### src/rtl/convmax_host_master.sv
// Avalon-MM master that streams one conv-max frame into the slave and reads back the result.
// Each frame is NUM_WORDS input words written to byte addresses 0,4,.. followed by one read at
// address 0. The read returns maxval in [15:0] and maxpos in [23:16], which are presented on a
// valid/ready result port.
module convmax_host_master #(
  parameter int unsigned NUM_WORDS = 38,
  parameter int unsigned ADDR_W    = 11,
  parameter int unsigned TIMEOUT   = 1024
) (
  input  logic              clk,
  input  logic              reset_n,
  input  logic              start,
  input  logic              in_valid,
  input  logic [31:0]       in_data,
  output logic              in_ready,
  output logic              res_valid,
  output logic [15:0]       res_maxval,
  output logic [7:0]        res_maxpos,
  input  logic              res_ready,
  output logic              busy,
  output logic              err_timeout,
  output logic [ADDR_W-1:0] avm_address,
  output logic              avm_write,
  output logic              avm_read,
  output logic [3:0]        avm_byteenable,
  output logic [31:0]       avm_writedata,
  input  logic [31:0]       avm_readdata,
  input  logic              avm_waitrequest
);

  localparam int unsigned CntW = $clog2(NUM_WORDS + 1);
  localparam int unsigned TmoW = $clog2(TIMEOUT + 1);

  typedef enum logic [1:0] {StIdle, StLoad, StRd, StResult} state_e;

  state_e            state_q, state_d;
  logic [CntW-1:0]   acc_cnt_q, acc_cnt_d;    // words accepted from the input stream
  logic [CntW-1:0]   word_idx_q, word_idx_d;  // writes completed on the Avalon side
  logic [TmoW-1:0]   tmo_cnt_q, tmo_cnt_d;
  logic              write_q, write_d;
  logic              read_q, read_d;
  logic [ADDR_W-1:0] addr_q, addr_d;
  logic [31:0]       wdata_q, wdata_d;
  logic [23:0]       res_q, res_d;
  logic              err_q, err_d;
  logic              accept;
  logic              stalled;
  logic              tmo_hit;
  logic [7:0]        unused_readdata;

  assign unused_readdata = avm_readdata[31:24];

  // The write register doubles as a one-word holding buffer: a new word may enter in the same
  // cycle the pending write completes, so a zero-wait slave sees no bubbles.
  assign in_ready = (state_q == StLoad) && (acc_cnt_q < CntW'(NUM_WORDS)) &&
                    (!write_q || !avm_waitrequest);
  assign accept   = in_valid && in_ready;
  assign stalled  = (write_q || read_q) && avm_waitrequest;
  assign tmo_hit  = stalled && (tmo_cnt_q == TmoW'(TIMEOUT - 1));

  assign avm_write      = write_q;
  assign avm_read       = read_q;
  assign avm_address    = addr_q;
  assign avm_writedata  = wdata_q;
  assign avm_byteenable = (write_q || read_q) ? 4'hF : 4'h0;
  assign res_valid      = (state_q == StResult);
  assign res_maxval     = res_q[15:0];
  assign res_maxpos     = res_q[23:16];
  assign busy           = (state_q != StIdle);
  assign err_timeout    = err_q;

  // Next-state, request and result-capture logic.
  always_comb begin
    state_d    = state_q;
    acc_cnt_d  = acc_cnt_q;
    word_idx_d = word_idx_q;
    tmo_cnt_d  = stalled ? tmo_cnt_q + TmoW'(1) : '0;
    write_d    = write_q;
    read_d     = read_q;
    addr_d     = addr_q;
    wdata_d    = wdata_q;
    res_d      = res_q;
    err_d      = err_q;
    unique case (state_q)
      StIdle: begin
        if (start) begin
          state_d    = StLoad;
          acc_cnt_d  = '0;
          word_idx_d = '0;
          err_d      = 1'b0;
        end
      end
      StLoad: begin
        if (write_q && !avm_waitrequest) begin
          write_d    = 1'b0;
          word_idx_d = word_idx_q + CntW'(1);
          if (word_idx_q == CntW'(NUM_WORDS - 1)) begin
            state_d = StRd;
            read_d  = 1'b1;
            addr_d  = '0;
          end
        end
        // A fresh accept overrides the completion drop above.
        if (accept) begin
          write_d   = 1'b1;
          addr_d    = ADDR_W'({acc_cnt_q, 2'b00});
          wdata_d   = in_data;
          acc_cnt_d = acc_cnt_q + CntW'(1);
        end
      end
      StRd: begin
        if (read_q && !avm_waitrequest) begin
          read_d  = 1'b0;
          res_d   = avm_readdata[23:0];
          state_d = StResult;
        end
      end
      StResult: begin
        if (res_ready) state_d = StIdle;
      end
      default: state_d = StIdle;
    endcase
    // Abort the frame when a single transfer has stalled for TIMEOUT cycles.
    if (tmo_hit) begin
      write_d = 1'b0;
      read_d  = 1'b0;
      err_d   = 1'b1;
      state_d = StIdle;
    end
  end

  // State and datapath registers; reset drops Avalon requests immediately.
  always_ff @(posedge clk or negedge reset_n) begin
    if (!reset_n) begin
      state_q    <= StIdle;
      acc_cnt_q  <= '0;
      word_idx_q <= '0;
      tmo_cnt_q  <= '0;
      write_q    <= 1'b0;
      read_q     <= 1'b0;
      addr_q     <= '0;
      wdata_q    <= '0;
      res_q      <= '0;
      err_q      <= 1'b0;
    end else begin
      state_q    <= state_d;
      acc_cnt_q  <= acc_cnt_d;
      word_idx_q <= word_idx_d;
      tmo_cnt_q  <= tmo_cnt_d;
      write_q    <= write_d;
      read_q     <= read_d;
      addr_q     <= addr_d;
      wdata_q    <= wdata_d;
      res_q      <= res_d;
      err_q      <= err_d;
    end
  end

endmodule

### config.mk
export PLATFORM = sky130hd
export DESIGN_NAME = convmax_host_master
export DESIGN_NICKNAME = d
export VERILOG_FILES = /design/src/rtl/convmax_host_master.sv
export SDC_FILE = /design/constraint.sdc
export NUM_CORES = 1
export LEC_CHECK = 0
export ABC_CLOCK_PERIOD_IN_PS = 2800
export CAP_MARGIN = 25
export CELL_PAD_IN_SITES_DETAIL_PLACEMENT = 1
export CELL_PAD_IN_SITES_GLOBAL_PLACEMENT = 1
export CORE_MARGIN = 2
export CORE_UTILIZATION = 30
export DETAILED_ROUTE_END_ITERATION = 12
export PLACE_DENSITY_LB_ADDON = 0.1
export SETUP_SLACK_MARGIN = 0.02
export SLEW_MARGIN = 20
export SYNTH_ARGS = -nofsm -noshare
export SYNTH_HDL_FRONTEND = slang
export SYNTH_SLANG_ARGS = --single-unit
### constraint.sdc
create_clock -name clk -period 2.8 [get_ports clk]
set_clock_uncertainty 0.2 [all_clocks]
set_input_delay 0.56 -clock clk [delete_from_list [all_inputs] [get_ports clk]]
set_output_delay 0.56 -clock clk [all_outputs]
set_load 0.01 [all_outputs]
# ---- Yosys cells after proc, flatten, opt, wreduce, memory -nomap -nowiden
# Cells that the tools add are included.
dict set report word_totals {
  out_inout_bits 77
  in_bits 70
  ff_bits 95
  elab_cells 86
}
dict set report op_classes {
  add_sub_neg 3
  magnitude_cmp 1
  mux 29
  n_eq_ne 13
  n_reduce_logical 30
}
# operator count
set op_table {}
lappend op_table {{$mux W11} 4}
lappend op_table {{$pmux W6 S2} 2}
lappend op_table {{$mux W6} 3}
lappend op_table {{$reduce_bool A2 Y1} 7}
lappend op_table {{$add A6 B1 Y6 const B} 2}
lappend op_table {{$mux W2} 6}
lappend op_table {{$add A11 B1 Y11 const B} 1}
lappend op_table {{$eq A11 B10 Y1 const B} 1}
lappend op_table {{$mux W1} 11}
lappend op_table {{$reduce_and A3 Y1} 3}
lappend op_table {{$pmux W2 S4} 1}
lappend op_table {{$reduce_and A2 Y1} 4}
lappend op_table {{$logic_and A1 B1 Y1} 7}
lappend op_table {{$eq A6 B6 Y1 const B} 1}
lappend op_table {{$lt A6 B6 Y1 const B} 1}
lappend op_table {{$ne A3 B2 Y1 const B} 2}
lappend op_table {{$ne A3 B3 Y1 const B} 2}
lappend op_table {{$reduce_bool A3 Y1} 2}
lappend op_table {{$reduce_and A5 Y1} 1}
lappend op_table {{$eq A2 B2 Y1 const B} 2}
lappend op_table {{$mux W4} 1}
lappend op_table {{$ne A2 B2 Y1 const B} 2}
lappend op_table {{$reduce_and A4 Y1} 1}
lappend op_table {{$ne A3 B1 Y1 const B} 1}
lappend op_table {{6 further kinds} 8}

# ---- Longest topological paths before layout
dict set report logic_depth {
  ltp_word 7
  ltp_mapped 9
  ltp_nobuf 6
}

# ---- Worst setup path before layout
# OpenSTA, ideal clock, no wires.
dict set report synth_timing {
  kind {flip-flop to flip-flop}
  startpoint {register state_q[1]}
  endpoint {register acc_cnt_q[4]}
  setup_slack_ns 0.568
  n_path_buf 1
  period_less_slack_ns 2.232
  arrival_ns 1.908
  stages_incl_launch_ff 8
  required_time_ns 2.476
  setup_time_ns 0.124
  cell_sequence {dfrtp_1 > inv_1 > ha_1 > buf_4 > a21bo_4 > or4_4 > and3_1 > a211o_1}
}
dict set report synth_between {
  elab_chain_len 6
  word_cells_on_any_way 10
  classes_between {3 x eq/ne; 1 x mux; 6 x reduce/logical}
}
# element line
set synth_lines {}
lappend synth_lines {{start: declaration} 36} ;# state_e state_q, state_d;
lappend synth_lines {{start signal: assignment} 135} ;# state_q <= StIdle;
lappend synth_lines {{start signal: assignment} 146} ;# state_q <= state_d;
lappend synth_lines {{$eq A2 B1 Y1} {55, 84}}
lappend synth_lines {{$logic_and A1 B1 Y1 (2 in series)} 55} ;# assign in_ready = (state_q == StLoad) && (acc_cnt_q < CntW'(NUM_WORDS)) &&
lappend synth_lines {{$logic_and A1 B1 Y1} 57} ;# assign accept = in_valid && in_ready;
lappend synth_lines {{$ne A2 B2 Y1 (no source line)} -}
lappend synth_lines {{$reduce_and A3 Y1 (no source line)} -}
lappend synth_lines {{end signal: assignment} 147} ;# acc_cnt_q <= acc_cnt_d;
lappend synth_lines {{end: declaration} 37} ;# logic [CntW-1:0] acc_cnt_q, acc_cnt_d;
# Parallel ways exist; a longest one is shown, timed or not.
# A chain may end at the register's enable or synchronous reset.

# ---- Worst setup path after layout
dict set report layout_timing {
  startpoint {register state_q[0]}
  endpoint {output busy}
}
dict set report layout_between {
  elab_chain_len 1
}
# element line
set layout_lines {}
lappend layout_lines {{$reduce_bool A2 Y1} 69} ;# assign busy = (state_q != StIdle);
lappend layout_lines {{end: declaration} 20} ;# output logic busy,
# No other way between the ends.

==> flow_summary.toml <==
[critical_path]
crit_start = "state_q[0]$_DFFE_PN0P_"
critPathRequiredTime_ns = 2.04
worstPathArrival_ns = 1.89
rr_endpoint = "word_idx_q[5]$_DFFE_PN0P_"
r2r_start = "state_q[0]$_DFFE_PN0P_"
critical_path_peak_fanout = 6
endpoint_kind = "output port"
slowest_stage = "clkdlybuf4s50_1"
crit_type = "reg -> out"
reg2reg_depth = 6
rrSetupSlack_ns = 0.51
crit_chain = "inv_1 > ha_1 > inv_1 > clkdlybuf4s50_1"
critPathLaunchType = "register"
critPathMaxStageDelay_ns = 0.56
worstSetupEndpoint = "busy"
cpMostUsedCell = "inv_1"

[outcome]
outcome = "completed"

[synth]
yosysSeqAreaShare_pct = 57.20
synth_mux_area_share_pct = 7.372
synth_compound_area_share_pct = 8.961
synth-xor-area-share_pct = 2.447
synth_top_family_by_area = "simple AND/OR/NAND/NOR gates"
syn_area_um2 = 3938
ys_ff_latch = 90
ys_types = 46
synthAdderAreaFrac_pct = 2.860
yosysWarnings = 0
synth_area_per_cell_um2 = 10.47
yosys.area_share.simple_pct = 17.16
synthCells = 376

[global_route]
grt_start_max_net_pins = 48
grt_usage_pct = 16.47
antenna_found_initial = 0
grt_pass1_wl_um = 18440
grt-ovfl-total = 0
busiest_layer = "met2"
grt_pass1_vias = 3516
grtUsageMet1_pct = 19.91
gr-usage-met2_pct = 27.77
use_met3_pct = 5.502

[route]
via_count = 3194
via_per_inst = 4.642
wirelength_um = 11110
first_pass_iters = 4
postRouteAntennaNets = 0
drc = 0
drt-wirelength-per-cell_um = 16.15
drt-initial-drc-count = 121

[placed_design]
placed_cells_incl_taps = 673
dp_slack_ns = 0.1225
io_buffers = 133
place_area_um2 = 5488
hpwl_um = 7922
routabilityCongestion = 0.7371

[clock_tree]
post-cts-setup-buffers = 0
cts.htree.levels = 3
cts-root-buf = "clkbuf_16"
cts_buffer_depth = 2
clkSlewWorstSetupHoldPaths_ns = 0.06
cts_tree = "yes"
clock-sinks = 90
cts_buffers = 9
clk-insertion-delay-late_ns = 0.34

[floorplanning]
rows = 41
die_h_um = 118.6
io_pins = 147
start_util_pct = 30.95
die_x_um = 118.6
coreArea_um2 = 12720
die-area_um2 = 14060

[cells_and_area]
final_common_cell = "clkdlybuf4s50_1"
diodes = 0
post-route-cell-area_um2 = 5798
stdcell_count = 688
layout_common_cells = "clkdlybuf4s50_1 (131), nand2_1 (111), dfrtp_1 (90), mux2_2 (24), nor2_1 (17)"
syn2layout_area_growth_pct = 47.25
final_nets = 592
drive_above_1_share_pct = 10.66

[timing]
finalCritPeriodShare_pct = 94.75
rsz0062_at_grt = "no"
setup_ws_ns = 0.1471
fmax_mhz = 376.9
hold_viol = 0
slew_violations = 0
layout_min_cycle_time_ns = 2.653
worstMarginPinSlew_ns = 0.5420
finalSetupTns_ns = 0
finalSetupViolations = 0
slew_headroom_pct = 62.93

[power_and_ir_drop]
leakagePower_nw = 2.643
ir_worst_vdd_uv = 469.1
power_density_nw_per_um2 = 1015
finalPower_mw = 5.887

[run]
maxCapViolCount = 0

[hold_path]
hold_class = "reg -> reg"
where the power goes:
| group | internal, mW | switching (mW) |
|---|---|---|
| clock | 0.709 | 0.491 |
| sequential | 1.79 | 0.329 |
| combinational | 1.40 | 1.16 |
| total | 3.90 | 1.98 |
metal layers:
layer  vias to the layer above  share of wire, %
met1                      1569                44
met5                         -                 0
li1                       1520                 -
met4                         0               1.6
met2                        91                49
met3                        14               5.4
critical path: cells and delay by family (launching register included):
family	cells	cell delay, ns
buffers and inverters	3	0.80
adders and majority gates	1	0.30
DFF	1	0.45
logic make-up after synthesis:
| family | Yosys count |
|---|---|
| other | 1 |
| AND/OR/NAND/NOR | 159 |
| buffers and inverters | 30 |
| XOR/XNOR | 11 |
| flip-flops | 90 |
| multiplexers | 26 |
| adder cells (fa/ha/maj) | 9 |
| AO/OA/AOI/OAI | 50 |
state kept, by name, summed over array words and instances (netlist names):
register       count
acc_cnt_q          6
avm_address        6
avm_read           1
avm_write          1
avm_writedata     32
err_timeout        1
res_q             24
state_q            2
tmo_cnt_q         11
word_idx_q         6
stage by stage:
stage	utilization [%]	hold WS, ns
2_1_floorplan	-	0.06441
3_3_place_gp	43.14	0.2571
3_5_place_dp	43.14	0.2668
4_1_cts	45.55	0.2829
5_1_grt	45.57	0.2980
6_report	45.57	0.2756
how the worst min path moves through the flow:
stage                                         end  slack, ns                           from  depth (start not counted)
finish              avm_writedata[25]$_DFFE_PN0P_       0.28  avm_writedata[25]$_DFFE_PN0P_                          2
global route              err_timeout$_DFFE_PN0P_       0.30        err_timeout$_DFFE_PN0P_                          1
detailed placement  avm_writedata[25]$_DFFE_PN0P_       0.27  avm_writedata[25]$_DFFE_PN0P_                          2
floorplan                acc_cnt_q[0]$_DFFE_PN0P_       0.06                        reset_n                          0
CTS                 avm_writedata[25]$_DFFE_PN0P_       0.28  avm_writedata[25]$_DFFE_PN0P_                          2
global placement     avm_writedata[7]$_DFFE_PN0P_       0.26   avm_writedata[7]$_DFFE_PN0P_                          2
layout make-up:
class                      instances  area (µm²)
clock buffer                      12       246.5
clock inverter                     2       38.79
fill                            1453        6924
inverter                           7       26.28
multi-input combinational        260        1570
sequential                        90        2252
tap                              172       215.2
timing repair buffer             145        1449
cell usage after synthesis (all sizes together):
cell type	instances	area, µm²
nand2	111	416.7
dfrtp	90	2252
mux2	24	270.3
nor2	17	63.81
buf	14	93.83
o21ai	11	55.05
a21oi	10	50.05
clkbuf	9	33.78
ha	9	112.6
a22o	8	70.07
inv	7	26.28
a31oi	6	37.54
and3	6	37.54
xnor2	6	52.55
nand3	5	25.02
xor2	5	43.79
nor3	4	20.02
nand2b	3	18.77
nand4	3	18.77
a211o	2	17.52
a211oi	2	15.01
a221oi	2	23.77
mux2i	2	20.02
nor2b	2	12.51
a2111oi	1	8.760
a21bo	1	16.27
a21o	1	7.510
a221o	1	10.01
a2bb2oi	1	8.760
a31o	1	8.760
and2	1	6.260
and4	1	8.760
conb	1	3.750
nand3b	1	7.510
nor4	1	6.260
nor4bb	1	10.01
o22a	1	8.760
o22ai	1	6.260
o41ai	1	8.760
or2	1	6.260
or3	1	6.260
or4	1	11.26
repair_timing:
item / 4_1_cts / 5_1_grt
endpoints found under the hold margin: 22 / 0
gates resized for setup: 3 / 1
setup endpoints to repair: 1 / 1
hold buffers: 1 / 0
Note: power is estimated with default switching activity, not from simulation.
